<file path="config.mk">
export PLATFORM = sky130hd
export DESIGN_NAME = branch_ctrl_flat
export DESIGN_NICKNAME = d
export VERILOG_FILES = /design/src/rtl/branch_ctrl_if.sv /design/src/rtl/branch_ctrl.sv /design/src/flat_wrapper.sv
export SDC_FILE = /design/constraint.sdc
export NUM_CORES = 1
export LEC_CHECK = 0
export ABC_AREA = 0
export BUFFER_PORTS_ARGS = -buffer_cell sky130_fd_sc_hd__buf_2
export CELL_PAD_IN_SITES_DETAIL_PLACEMENT = 1
export CELL_PAD_IN_SITES_GLOBAL_PLACEMENT = 1
export CORE_AREA = 2 2 133 135
export DETAILED_ROUTE_END_ITERATION = 10
export DIE_AREA = 0 0 135 137
export GPL_TIMING_DRIVEN = 0
export PLACE_DENSITY_LB_ADDON = 0.1
export REMOVE_ABC_BUFFERS = 1
export SETUP_SLACK_MARGIN = 0.3
export SLEW_MARGIN = 15
export SYNTH_ARGS = -nofsm -noshare
export SYNTH_HDL_FRONTEND = slang
export SYNTH_SLANG_ARGS = --single-unit
</file>
<file path="constraint.sdc">
create_clock -name clk -period 3.2 [get_ports clk]
set_input_delay 0.48 -clock clk [delete_from_list [all_inputs] [get_ports clk]]
set_output_delay 0.48 -clock clk [all_outputs]
set_load 0.005 [all_outputs]
</file>
<file path="src/rtl/branch_ctrl_if.sv">
// Branch controller bus bundle.
// Groups the fetch-side prediction lookup, the EX-stage resolve inputs, the
// redirect handshake, the flush output and the statistics counters.
//   slave  : the branch controller side
//   master : the pipeline / environment side
//   if_pc, pred_taken          : fetch PC and its BHT prediction
//   ex_valid .. ex_target      : EX-stage branch information
//   redirect_valid/_pc/_ready  : redirect handshake toward fetch
//   flush                      : kill IF/ID and ID/EX contents
//   br_count, mis_count        : resolved / mispredicted branch counters
interface branch_ctrl_if;
    logic [31:0] if_pc;
    logic        pred_taken;
    logic        ex_valid;
    logic        ex_branch;
    logic        ex_taken;
    logic [31:0] ex_pc;
    logic        ex_pred;
    logic [31:0] ex_target;
    logic        redirect_valid;
    logic [31:0] redirect_pc;
    logic        redirect_ready;
    logic        flush;
    logic [15:0] br_count;
    logic [15:0] mis_count;

    modport slave (
        input  if_pc,
        output pred_taken,
        input  ex_valid,
        input  ex_branch,
        input  ex_taken,
        input  ex_pc,
        input  ex_pred,
        input  ex_target,
        output redirect_valid,
        output redirect_pc,
        input  redirect_ready,
        output flush,
        output br_count,
        output mis_count
    );

    modport master (
        output if_pc,
        input  pred_taken,
        output ex_valid,
        output ex_branch,
        output ex_taken,
        output ex_pc,
        output ex_pred,
        output ex_target,
        input  redirect_valid,
        input  redirect_pc,
        output redirect_ready,
        input  flush,
        input  br_count,
        input  mis_count
    );
endinterface

</file>
<file path="src/rtl/branch_ctrl.sv">
// Branch controller: 16-entry BHT of 2-bit saturating counters, misprediction
// detection, redirect/flush generation with a ready handshake, and saturating
// branch / misprediction counters.
// Ports:
//   clk : rising-edge clock
//   rst : synchronous active-high reset
//   bus : branch_ctrl_if.slave bundle (fetch lookup, EX resolve, redirect, counters)
module branch_ctrl (
    input  logic         clk,
    input  logic         rst,
    branch_ctrl_if.slave bus
);

    typedef enum logic [0:0] {StRun, StHold} state_e;

    state_e      state_q, state_d;
    logic [1:0]  bht_q [16];
    logic [1:0]  bht_upd;
    logic [15:0] br_count_q, br_count_d;
    logic [15:0] mis_count_q, mis_count_d;
    logic [31:0] redirect_pc_q, redirect_pc_d;

    logic        resolve;
    logic        mispredict;
    logic [31:0] correct_pc;
    logic [3:0]  upd_idx;
    logic        redirect_valid;
    logic        flush;
    logic [31:0] redirect_pc;

    // Only PC[5:2] index the table; the rest of the fetch PC is don't-care.
    logic unused_if_pc_bits;
    assign unused_if_pc_bits = ^{bus.if_pc[31:6], bus.if_pc[1:0]};

    assign upd_idx    = bus.ex_pc[5:2];
    assign resolve    = bus.ex_valid & bus.ex_branch & (state_q == StRun);
    assign mispredict = resolve & (bus.ex_taken != bus.ex_pred);
    assign correct_pc = bus.ex_taken ? bus.ex_target : (bus.ex_pc + 32'd4);

    // Read straight from the registered table: a same-cycle update is only
    // visible from the next cycle on.
    assign bus.pred_taken = bht_q[bus.if_pc[5:2]][1];

    // Saturating counter step for the entry being resolved.
    always_comb begin
        bht_upd = bht_q[upd_idx];
        if (bus.ex_taken) begin
            if (bht_q[upd_idx] != 2'd3) begin
                bht_upd = bht_q[upd_idx] + 2'd1;
            end
        end else begin
            if (bht_q[upd_idx] != 2'd0) begin
                bht_upd = bht_q[upd_idx] - 2'd1;
            end
        end
    end

    always_ff @(posedge clk) begin
        if (rst) begin
            for (int i = 0; i < 16; i++) begin
                bht_q[i] <= 2'd1;
            end
        end else if (resolve) begin
            bht_q[upd_idx] <= bht_upd;
        end
    end

    always_comb begin
        br_count_d  = br_count_q;
        mis_count_d = mis_count_q;
        if (resolve && (br_count_q != 16'hFFFF)) begin
            br_count_d = br_count_q + 16'd1;
        end
        if (mispredict && (mis_count_q != 16'hFFFF)) begin
            mis_count_d = mis_count_q + 16'd1;
        end
    end

    // Redirect FSM: RUN redirects combinationally; HOLD replays the latched
    // target until fetch accepts it.
    always_comb begin
        state_d        = state_q;
        redirect_pc_d  = redirect_pc_q;
        redirect_valid = 1'b0;
        flush          = 1'b0;
        redirect_pc    = 32'd0;
        unique case (state_q)
            StRun: begin
                if (mispredict) begin
                    redirect_valid = 1'b1;
                    flush          = 1'b1;
                    redirect_pc    = correct_pc;
                    if (!bus.redirect_ready) begin
                        state_d       = StHold;
                        redirect_pc_d = correct_pc;
                    end
                end
            end
            StHold: begin
                redirect_valid = 1'b1;
                flush          = 1'b1;
                redirect_pc    = redirect_pc_q;
                if (bus.redirect_ready) begin
                    state_d = StRun;
                end
            end
            default: state_d = StRun;
        endcase
        // Nothing may leak out while reset is asserted.
        if (rst) begin
            redirect_valid = 1'b0;
            flush          = 1'b0;
            redirect_pc    = 32'd0;
        end
    end

    always_ff @(posedge clk) begin
        if (rst) begin
            state_q       <= StRun;
            br_count_q    <= 16'd0;
            mis_count_q   <= 16'd0;
            redirect_pc_q <= 32'd0;
        end else begin
            state_q       <= state_d;
            br_count_q    <= br_count_d;
            mis_count_q   <= mis_count_d;
            redirect_pc_q <= redirect_pc_d;
        end
    end

    assign bus.redirect_valid = redirect_valid;
    assign bus.flush          = flush;
    assign bus.redirect_pc    = redirect_pc;
    assign bus.br_count       = br_count_q;
    assign bus.mis_count      = mis_count_q;

endmodule

</file>
<file path="src/flat_wrapper.sv">
// flat-port wrapper written by rule: the top's interface ports become plain ports
module branch_ctrl_flat 
  (clk, rst, bus_if_pc, bus_pred_taken, bus_ex_valid, bus_ex_branch, bus_ex_taken, bus_ex_pc, bus_ex_pred, bus_ex_target, bus_redirect_valid, bus_redirect_pc, bus_redirect_ready, bus_flush, bus_br_count, bus_mis_count);
  branch_ctrl_if bus_i ();
  input  logic clk;
  input  logic rst;
  input wire logic [$bits(bus_i.if_pc)-1:0] bus_if_pc;
  output wire logic [$bits(bus_i.pred_taken)-1:0] bus_pred_taken;
  input wire logic [$bits(bus_i.ex_valid)-1:0] bus_ex_valid;
  input wire logic [$bits(bus_i.ex_branch)-1:0] bus_ex_branch;
  input wire logic [$bits(bus_i.ex_taken)-1:0] bus_ex_taken;
  input wire logic [$bits(bus_i.ex_pc)-1:0] bus_ex_pc;
  input wire logic [$bits(bus_i.ex_pred)-1:0] bus_ex_pred;
  input wire logic [$bits(bus_i.ex_target)-1:0] bus_ex_target;
  output wire logic [$bits(bus_i.redirect_valid)-1:0] bus_redirect_valid;
  output wire logic [$bits(bus_i.redirect_pc)-1:0] bus_redirect_pc;
  input wire logic [$bits(bus_i.redirect_ready)-1:0] bus_redirect_ready;
  output wire logic [$bits(bus_i.flush)-1:0] bus_flush;
  output wire logic [$bits(bus_i.br_count)-1:0] bus_br_count;
  output wire logic [$bits(bus_i.mis_count)-1:0] bus_mis_count;
  assign bus_i.if_pc = bus_if_pc;
  assign bus_pred_taken = bus_i.pred_taken;
  assign bus_i.ex_valid = bus_ex_valid;
  assign bus_i.ex_branch = bus_ex_branch;
  assign bus_i.ex_taken = bus_ex_taken;
  assign bus_i.ex_pc = bus_ex_pc;
  assign bus_i.ex_pred = bus_ex_pred;
  assign bus_i.ex_target = bus_ex_target;
  assign bus_redirect_valid = bus_i.redirect_valid;
  assign bus_redirect_pc = bus_i.redirect_pc;
  assign bus_i.redirect_ready = bus_redirect_ready;
  assign bus_flush = bus_i.flush;
  assign bus_br_count = bus_i.br_count;
  assign bus_mis_count = bus_i.mis_count;
  branch_ctrl u_core (.clk(clk), .rst(rst), .bus(bus_i));
endmodule
</file>
==> impl_metrics.json, run 1 <==
{
  "p_seq_share_pct": 47.4,
  "final_cell_area_um2": 7137,
  "die_area_um2": 18500,
  "drt-wirelength-per-cell_um": 18.24,
  "grt_use_total_pct": 20.35,
  "dpl_cell_area_um2": 6644,
  "reg2reg_setup_slack_ns": 0.81,
  "synth_top_area_cell": "dfxtp_1",
  "end_kind": "primary output",
  "area_growth_pct": 22.38,
  "required_ns": 2.72,
  "ir_drop_mv": 0.2034,
  "syn-cell-area_um2": 5832,
  "final_hold_viol_count": 0,
  "crit_path_start": "bus_ex_pc[2]",
  "setup_viol": 0,
  "h-tree-depth": 3,
  "num_rows": 48,
  "critPathTopFamily": "simple AND/OR/NAND/NOR gates",
  "endpoint": "bus_redirect_pc[22]",
  "fin_cells": 1016,
  "final_nets": 894,
  "start_kind": "input pin",
  "fmax_mhz": 358.1,
  "die_h_um": 137,
  "final_layout_size_suffix_gt1_share_pct": 29.24,
  "r2r-end": "u_core.redirect_pc_q[26]",
  "path_depth": 9,
  "dr.pass1.iters": 4,
  "vias_per_cell": 5.362,
  "internal_power_mw": 2.027,
  "grt_pass1_vias": 5669,
  "cts_buffer_depth": 2,
  "ant_nets": 0,
  "relSlewSlack_pct": 40.13,
  "numCtsBuffers": 9,
  "hp-class": "in2reg",
  "combPwrFrac_pct": 13.4,
  "ys_warn_count": 0,
  "grt_pass1_wl_um": 29630,
  "ff2ff_path_depth": 5,
  "cp_slowest_cell": "a211oi_1",
  "dpl.hpwl_um": 13320,
  "synth_top_area_share_pct": 22.31,
  "cts_root_buf": "clkbuf_16",
  "drc": 0,
  "outcome": "complete, no violations",
  "synth.avg_cell_area_um2": 8.770,
  "ys_ff_latch": 97,
  "ys_seq_area_share_pct": 38.79,
  "core_area_um2": 17060,
  "setup_tns_ns": 0,
  "clock_sinks": 97,
  "powerDensity_nw_per_um2": 386.8,
  "power.net_switching_mw": 0.7335,
  "clockPowerShare_pct": 39.2,
  "insertion_delay_ns": 0.35,
  "fin_crit_sh_pct": 87.26,
  "drt_iter0_markers": 229,
  "via_count": 5448,
  "tightest_slew_ns": 0.8961,
  "rsz0062_at_grt": "yes",
  "portBuffers": 141,
  "crit_fanout": 14,
  "synth_cell_types": 66,
  "gr-total-overflow": 0,
  "clk_pin_slew_ns": 0.07,
  "fin_crit_ns": 2.792,
  "finalClockSkew_ns": 0.008139,
  "critPathKind": "in2out",
  "crit_path_max_incr_delay_ns": 0.33,
  "crit_arrival_ns": 2.31,
  "crit_buf_inv": 2,
  "drv_slew": 0,
  "async_flop_share_pct": 0,
  "crit_path_cell_trace": "buf_8 -> ha_4 -> nand4_1 -> nor2_2 -> nand4_1 -> xor2_1 -> a211oi_1 -> a22o_1 -> buf_2",
  "power_leakage_nw": 2.753,
  "synth_top_flop_cell": "dfxtp_1",
  "synth_edf_count": 32,
  "drv_cap": 0,
  "place.gp.congestion": 0.7934,
  "synth_area_leaders": "dfxtp_1 22%, edfxtp_1 16%, nand2_1 7.6%",
  "cpMostUsedCell": "nand4_1",
  "cts_tree": "yes",
  "wirelength_um": 18540,
  "antenna_found_initial": 3,
  "grt_start_max_net_pins": 69,
  "layout_setup_ws_ns": 0.4078,
  "switching_share_pct": 26.57,
  "die_width_um": 135,
  "pre_cts_ws_ns": -0.3808,
  "placedCellCount": 989,
  "ios": 170,
  "r2r-start": "u_core.state_q",
  "whs_ns": 0.3852,
  "initial_core_util_pct": 34.19,
  "syn_inst": 665
}
## worst min path at each step
stage                                         from                  endpoint  depth (start not counted)
after floorplan           u_core.redirect_pc_q[20]  u_core.redirect_pc_q[20]                          2
after global placement     u_core.redirect_pc_q[3]   u_core.redirect_pc_q[3]                          2
after detailed placement   u_core.redirect_pc_q[4]   u_core.redirect_pc_q[4]                          2
after CTS                       bus_redirect_ready            u_core.state_q                          2
after global routing            bus_redirect_ready            u_core.state_q                          2
final                           bus_redirect_ready            u_core.state_q                          2
## routing by layer
| layer | GRT usage [%] | routed length (µm) | part of all wire, % |
|---|---|---|---|
| met4 | 5.903 | 270 | 1.5 |
| met3 | 4.000 | 887 | 4.8 |
| met2 | 36.58 | 9394 | 51 |
| met1 | 24.72 | 7957 | 43 |
| met5 | 0 | 24 | 0.13 |
## area by class of cell
cell class,count,area [µm²]
clock buffer,12,267.8
timing repair buffer,153,845.8
inverter,10,41.29
antenna,1,2.502
fill,2076,9920
clock inverter,4,23.77
multi-input combinational,514,3412
tap,225,281.5
sequential,97,2262
## sequential cells by signal (all words and copies together), names as in the netlist
| register | cells |
|---|---|
| u_core.bht_q | 32 |
| u_core.redirect_pc_q | 32 |
| u_core.bus.br_count | 16 |
| u_core.bus.mis_count | 16 |
| u_core.state_q | 1 |
## cells in the final DEF, fill, tap and decap left out, drive strengths merged, types with 11 or more instances in the layout
cell type    n
a21oi       21
a22oi       11
buf        151
clkbuf      14
dfxtp       65
edfxtp      32
inv         12
mux4        13
nand2      118
nand3       50
nand4       18
nor2        77
nor4        15
o21ai       36
xnor2       18
xor2        35
## kinds of logic (layout without fill, tap and decap cells)
| kind of cell | Yosys count | count (layout) | share of synthesized area (%) |
|---|---|---|---|
| AOI/OAI and AO/OA | 103 | 103 | 11.46 |
| xor gates and xnor gates | 53 | 53 | 7.960 |
| adders and majority gates | 8 | 8 | 1.759 |
| buffers and inverters | 54 | 179 | 4.398 |
| DFF | 97 | 97 | 38.79 |
| muxes | 27 | 27 | 7.702 |
| other | 0 | 1 | 0 |
| and+or+nand+nor | 323 | 323 | 27.93 |
## synth_stat cells (5+ instances only)
cell	count
nor3_1	9
nand4_1	18
inv_1	10
mux2i_1	10
mux4_2	10
nand2_1	118
and4_1	5
a22oi_1	11
ha_1	6
xor2_1	35
nor2_2	11
buf_1	5
nor2_1	64
buf_2	8
edfxtp_1	32
xnor2_1	18
dfxtp_1	65
nand3_1	41
clkbuf_1	25
o21ai_0	33
a21oi_1	20
a22o_1	7
nor4_1	10
o211ai_1	5
nand3_2	8
and3_1	10
## power by group through the flow
stage          Sequential, mW  Clock, mW  Combinational [mW]
2_1_floorplan            1.33          0               0.182
3_3_place_gp             1.33          0               0.343
3_5_place_dp             1.34          0               0.359
4_1_cts                  1.31       1.12               0.371
5_1_grt                  1.31       1.17               0.408
6_report                 1.31       1.08               0.371
## worst register-to-register path, delay by kind of cell, from the launching register on
| kind | cells | cell delay (ns) |
|---|---|---|
| AO/OA/AOI/OAI | 1 | 0.23 |
| flip-flops | 1 | 0.49 |
| AND/OR/NAND/NOR | 4 | 1.59 |
## repair_timing
| item | in CTS | in global routing |
|---|---|---|
| setup buffers | 5 | 5 |
| endpoints found under the setup margin | 43 | 7 |
| pin swaps | 4 | 3 |
| hold buffers | 0 | 0 |
| gates resized for setup | 20 | 11 |
## metrics by stage
step           power (mW)  utilization, %
3_5_place_dp        1.695           38.95
5_1_grt             2.888           41.83
6_report            2.761           41.84
3_3_place_gp        1.676           38.70
4_1_cts             2.797           41.29
2_1_floorplan       1.512               -
No activity file was read; power rests on OpenSTA's default activity.
==> run 2: changes to the inputs <==
--- a/config.mk
+++ b/config.mk
@@ -9,9 +9,9 @@
 export BUFFER_PORTS_ARGS = -buffer_cell sky130_fd_sc_hd__buf_2
 export CELL_PAD_IN_SITES_DETAIL_PLACEMENT = 1
 export CELL_PAD_IN_SITES_GLOBAL_PLACEMENT = 1
-export CORE_AREA = 2 2 133 135
+export CORE_AREA = 2 2 121 123
 export DETAILED_ROUTE_END_ITERATION = 10
-export DIE_AREA = 0 0 135 137
+export DIE_AREA = 0 0 123 125
 export GPL_TIMING_DRIVEN = 0
 export PLACE_DENSITY_LB_ADDON = 0.1
 export REMOVE_ABC_BUFFERS = 1
==> run 2 against run 1 <==
Compared with the run above:
- cell area fell by 2.0%
- setup slack improved by 0.0022 ns
- via count down 1.0%
- register-to-register slack is essentially flat
- global-route usage is 3.0 points higher
- routed wire length down 4.3%
- cell count shrank 4.6%
- power is 0.71% lower
- sequential cell count is the same
- critical path type unchanged
- critical endpoint is now bus_redirect_pc[31]
- largest cell class unchanged
- highest routed layer is now met4
==> impl_metrics.json, run 2 (same netlist as run 1, synthesis figures left out) <==
{
  "hp-class": "in2reg",
  "vias_per_cell": 5.563,
  "ant_nets": 0,
  "grt_pass1_vias": 5650,
  "cts-hold-fix-buffers": 0,
  "seqCellArea_um2": 2262,
  "antenna_found_initial": 0,
  "drt_iter0_markers": 285,
  "outcome": "complete, no violations",
  "relSlewSlack_pct": 33.84,
  "fin_crit_sh_pct": 87.19,
  "cts_root_buf": "clkbuf_16",
  "via_count": 5391,
  "grt_pass1_wl_um": 28420,
  "end_kind": "primary output",
  "cts_buffer_depth": 2,
  "dr.pass1.iters": 4,
  "pre_cts_ws_ns": -0.3648,
  "area_growth_pct": 19.91,
  "initial_core_util_pct": 41.06,
  "critPathKind": "in2out",
  "drv_cap": 0,
  "biggestRegsByFlops": "u_core.bht_q x32, u_core.redirect_pc_q x32",
  "required_ns": 2.72,
  "die_area_um2": 15380,
  "cts_tree": "yes",
  "whs_ns": 0.3645,
  "fin_util_pct": 49.23,
  "dpl.hpwl_um": 12570,
  "crit_arrival_ns": 2.31,
  "ir_drop_mv": 0.2998,
  "powerDensity_nw_per_um2": 392.0,
  "layout_setup_ws_ns": 0.4100,
  "gr-total-overflow": 0,
  "place.gp.congestion": 0.7577,
  "grt_use_total_pct": 23.40,
  "mostFrequentLayoutCells": "135 x buf_2, 118 x nand2_1, 65 x dfxtp_1",
  "antenna_cells": 0,
  "die_width_um": 123,
  "h-tree-depth": 3,
  "insertion_delay_ns": 0.35,
  "portBuffers": 141,
  "die_h_um": 125,
  "grt_start_max_net_pins": 69,
  "setup_viol": 0,
  "layout_commonest_cell": "buf_2",
  "start_kind": "input pin",
  "clock_sinks": 97,
  "numCtsBuffers": 9,
  "multi_input_area_um2": 3382,
  "power_leakage_nw": 2.697,
  "tightest_slew_ns": 0.9914,
  "final_layout_size_suffix_gt1_share_pct": 28.66,
  "final_nets": 889,
  "final_hold_viol_count": 0,
  "setup_tns_ns": 0,
  "clk_pin_slew_ns": 0.07,
  "rsz0062_at_grt": "no",
  "fmax_mhz": 358.4,
  "finalClockSkew_ns": 0.008585,
  "drv_slew": 0,
  "ios": 170,
  "num_rows": 44,
  "drc": 0,
  "fin_crit_ns": 2.790,
  "crit_fanout": 8,
  "drt-wirelength-per-cell_um": 18.31,
  "core_area_um2": 14200,
  "wirelength_um": 17740,
  "fillCellCount": 1699
}
-- run 2: changes by cell type in the layout (fill, tap and decap cells not counted), sizes merged --
| cell | delta |
|---|---|
| clkbuf | +2 |
| clkinvlp | -1 |
| diode | -1 |
| inv | -1 |
| buf | -5 |
-- run 2: final cells by class --
type	count	share of cell area, %
inverters	10	0.5726
well taps	184	3.292
multi-input cells	514	48.36
clock inverters	2	0.1610
flip-flops and latches	97	32.35
repair buffers	148	11.33
clock buffers	14	3.936
-- run 2: path summary, 6_finish.rpt --
path / slack (ns) / from / cells past startpoint / to
worst max-delay path: 0.41 / bus_ex_pc[4] / 8 / bus_redirect_pc[31]
worst max register to register: 0.81 / u_core.state_q / 5 / u_core.redirect_pc_q[26]
worst min-delay path: 0.36 / bus_redirect_ready / 2 / u_core.state_q
worst min register to register: 0.46 / u_core.redirect_pc_q[7] / 2 / u_core.redirect_pc_q[7]
-- run 2: metal layers --
layer	share of wire (%)	global-route usage (%)	up-vias
li1	-	-	2599
met1	43	28.78	2667
met2	51	40.95	107
met3	4.9	4.608	18
met4	1.4	7.152	0
met5	0	0	-
-- run 2: worst max-delay path, stage by stage --
cell,delay (ns)
clkbuf_4,0.18
and4_4,0.26
nand3_4,0.13
or2_2,0.34
nor4_2,0.16
mux2_2,0.39
o31ai_2,0.21
buf_2,0.14
-- run 2: what timing repair did --
action,in CTS,in global routing
setup buffers,2,4
endpoints found under the setup margin,45,9
endpoints found under the hold margin,0,0
pin swaps,3,2
resized for setup,16,13
-- run 2: power breakdown --
part | leakage [nW] | internal [mW] | switching (mW)
sequential | 0.803 | 1.29 | 0.0159
clock | 0.142 | 0.597 | 0.477
combinational | 1.75 | 0.136 | 0.224
total | 2.70 | 2.03 | 0.716
-- run 2: per-stage QoR --
stage          cells  power, mW  instance area [µm²]
3_3_place_gp     946      1.668                 6549
4_1_cts          965      2.760                 6917
2_1_floorplan    621      1.512                 5613
5_1_grt          969      2.851                 6993
3_5_place_dp     947      1.682                 6568
6_report         969      2.741                 6993
==> run 3: changes to the inputs <==
--- a/config.mk
+++ b/config.mk
@@ -14,7 +14,6 @@
 export DIE_AREA = 0 0 123 125
 export GPL_TIMING_DRIVEN = 0
 export PLACE_DENSITY_LB_ADDON = 0.1
-export REMOVE_ABC_BUFFERS = 1
 export SETUP_SLACK_MARGIN = 0.3
 export SLEW_MARGIN = 15
 export SYNTH_ARGS = -nofsm -noshare
==> run 3 against run 2 <==
Compared with the run above:
- maximum frequency decreased by 1.7%
- sequential power about the same
- cell count rose by 4.6%
- clock power up 6%
- power is 3.6% higher
- non-clock buffer count increased by 43
- first-iteration DRC count is 2.1% higher
- global-route usage is 2.2 points higher
- routed wire length up 11%
==> impl_metrics.json, run 3 (same netlist as run 1, synthesis figures left out) <==
{
  "outcome": "complete, no violations",
  "clock_sinks": 97,
  "vias_per_cell": 5.538,
  "ios": 170,
  "placedCellCount": 988,
  "critPathKind": "in2out",
  "cpMostUsedCell": "buf_2",
  "core_area_um2": 14200,
  "powerDensity_nw_per_um2": 393.3,
  "reg2reg_setup_slack_ns": 1.07,
  "cts-hold-fix-buffers": 0,
  "hp-class": "in2reg",
  "fmax_mhz": 352.5,
  "fin_cells": 1014,
  "final_hold_viol_count": 0,
  "setup_viol": 0,
  "power.total_mw": 2.840,
  "die_area_um2": 15380,
  "start_kind": "input pin",
  "drv_slew": 0,
  "crit_arrival_ns": 2.36,
  "layout_commonest_cell": "buf_2",
  "final_layout_size_suffix_gt1_share_pct": 28.50,
  "tightest_slew_ns": 0.6965,
  "wirelength_um": 19640,
  "fin_crit_sh_pct": 88.66,
  "relSlewSlack_pct": 53.57,
  "cts_root_buf": "clkbuf_16",
  "crit_fanout": 6,
  "fin_crit_ns": 2.837,
  "ant_nets": 0,
  "portBuffers": 139,
  "initial_core_util_pct": 41.06,
  "cts_buffer_depth": 2,
  "insertion_delay_ns": 0.36,
  "ff2ff_path_depth": 6,
  "end_kind": "primary output",
  "drt-wirelength-per-cell_um": 19.37,
  "crit_path_max_incr_delay_ns": 0.31,
  "biggestRegsByFlops": "u_core.bht_q x32, u_core.redirect_pc_q x32",
  "rsz0062_at_grt": "yes",
  "via_count": 5616,
  "cp_slowest_cell": "nor4_2",
  "drt_iter0_markers": 291,
  "antenna_found_initial": 2,
  "crit_path_cell_trace": "buf_2 -> ha_1 -> nand4_1 -> nand2b_4 -> nor4_2 -> xnor2_1 -> o211ai_1 -> o21ai_1 -> buf_2",
  "die_width_um": 123,
  "crit_path_start": "bus_ex_pc[3]",
  "drv_cap": 0,
  "r2r-start": "u_core.state_q",
  "grt_use_total_pct": 25.63,
  "gr-total-overflow": 0,
  "r2r-end": "u_core.redirect_pc_q[28]",
  "ir_drop_mv": 0.1986,
  "required_ns": 2.72,
  "grt_start_max_net_pins": 18,
  "finalClockSkew_ns": 0.006957,
  "num_rows": 44,
  "endpoint": "bus_redirect_pc[30]",
  "h-tree-depth": 3,
  "grt_pass1_vias": 5829,
  "dpl.hpwl_um": 14760,
  "dr.pass1.iters": 4,
  "grt_pass1_wl_um": 30480,
  "numCtsBuffers": 9,
  "place.gp.congestion": 0.8521,
  "power_leakage_nw": 2.835,
  "final_nets": 932,
  "cts_tree": "yes",
  "area_growth_pct": 23.84,
  "mostFrequentLayoutCells": "144 x buf_2, 118 x nand2_1, 65 x dfxtp_1",
  "setup_tns_ns": 0,
  "drc": 0,
  "clk_pin_slew_ns": 0.07,
  "synth_nets": 774,
  "die_h_um": 125
}
run 3: changes by cell type in the layout (fill, tap and decap cells not counted), moves of 3 or more:
cell	previous run	this run
clkbuf_1	3	23
buf_2	135	144
buf_1	0	5
clkbuf_2	0	4
nor2_2	10	13
nor2_4	6	3
run 3: routing by layer:
layer / up-vias / part of all wire [%] / wire, µm / track usage, %
li1: 2684 / - / - / -
met4: 0 / 1.8 / 347 / 7.353
met2: 135 / 50 / 9792 / 44.20
met5: - / 0 / 0 / 0
met1: 2771 / 43 / 8406 / 32.18
met3: 26 / 5.6 / 1096 / 5.246
run 3: final cells by class:
cell class	count	area, µm²
Fill cell	1728	6982
Buffer	44	234.0
Clock inverter	6	75.07
Tap cell	184	230.2
Clock buffer	10	229.0
Antenna cell	2	5.005
Inverter	10	37.54
Sequential cell	97	2262
Multi-Input combinational cell	514	3385
Timing Repair Buffer	147	764.5
run 3: worst max-delay path: cells and delay by family:
family / cells / cell delay, ns
xor gates and xnor gates: 1 / 0.18
AOI/OAI and AO/OA: 2 / 0.33
adders and majority gates: 1 / 0.26
and+or+nand+nor: 3 / 0.83
buffers and inverters: 2 / 0.27
run 3: where the power goes:
part           switching, mW  internal, mW  total (mW)
Sequential            0.0148          1.29        1.31
Combinational          0.247         0.155       0.402
Clock                  0.515         0.618        1.13
Total                  0.777          2.06        2.84
run 3: worst min path at each step:
stage	from	end	slack [ns]	cells after the start
after floorplan	u_core.redirect_pc_q[15]	u_core.redirect_pc_q[15]	0.44	2
after global placement	u_core.redirect_pc_q[5]	u_core.redirect_pc_q[5]	0.44	2
after detailed placement	u_core.redirect_pc_q[13]	u_core.redirect_pc_q[13]	0.45	2
after CTS	bus_redirect_ready	u_core.state_q	0.32	2
after global routing	bus_redirect_ready	u_core.state_q	0.33	2
final	bus_redirect_ready	u_core.state_q	0.33	2
run 3: stage by stage:
| step | util, % | instance area [µm²] | setup slack, ns | hold WS, ns |
|---|---|---|---|---|
| 2_1_floorplan | - | 5832 | 0.6397 | 0.4362 |
| 3_3_place_gp | 47.58 | 6758 | 0.04167 | 0.4422 |
| 3_5_place_dp | 47.58 | 6758 | 0.1057 | 0.4545 |
| 4_1_cts | 50.08 | 7113 | 0.2954 | 0.3227 |
| 5_1_grt | 50.81 | 7217 | 0.2476 | 0.3296 |
| 6_report | 50.85 | 7222 | 0.3629 | 0.3286 |
run 3: timing repair:
| action | 4_1_cts | 5_1_grt |
|---|---|---|
| gates resized for setup | 11 | 17 |
| setup buffers | 1 | 7 |
| cloned | 0 | 0 |
| pin swaps | 0 | 3 |
| setup endpoints to repair | 23 | 15 |
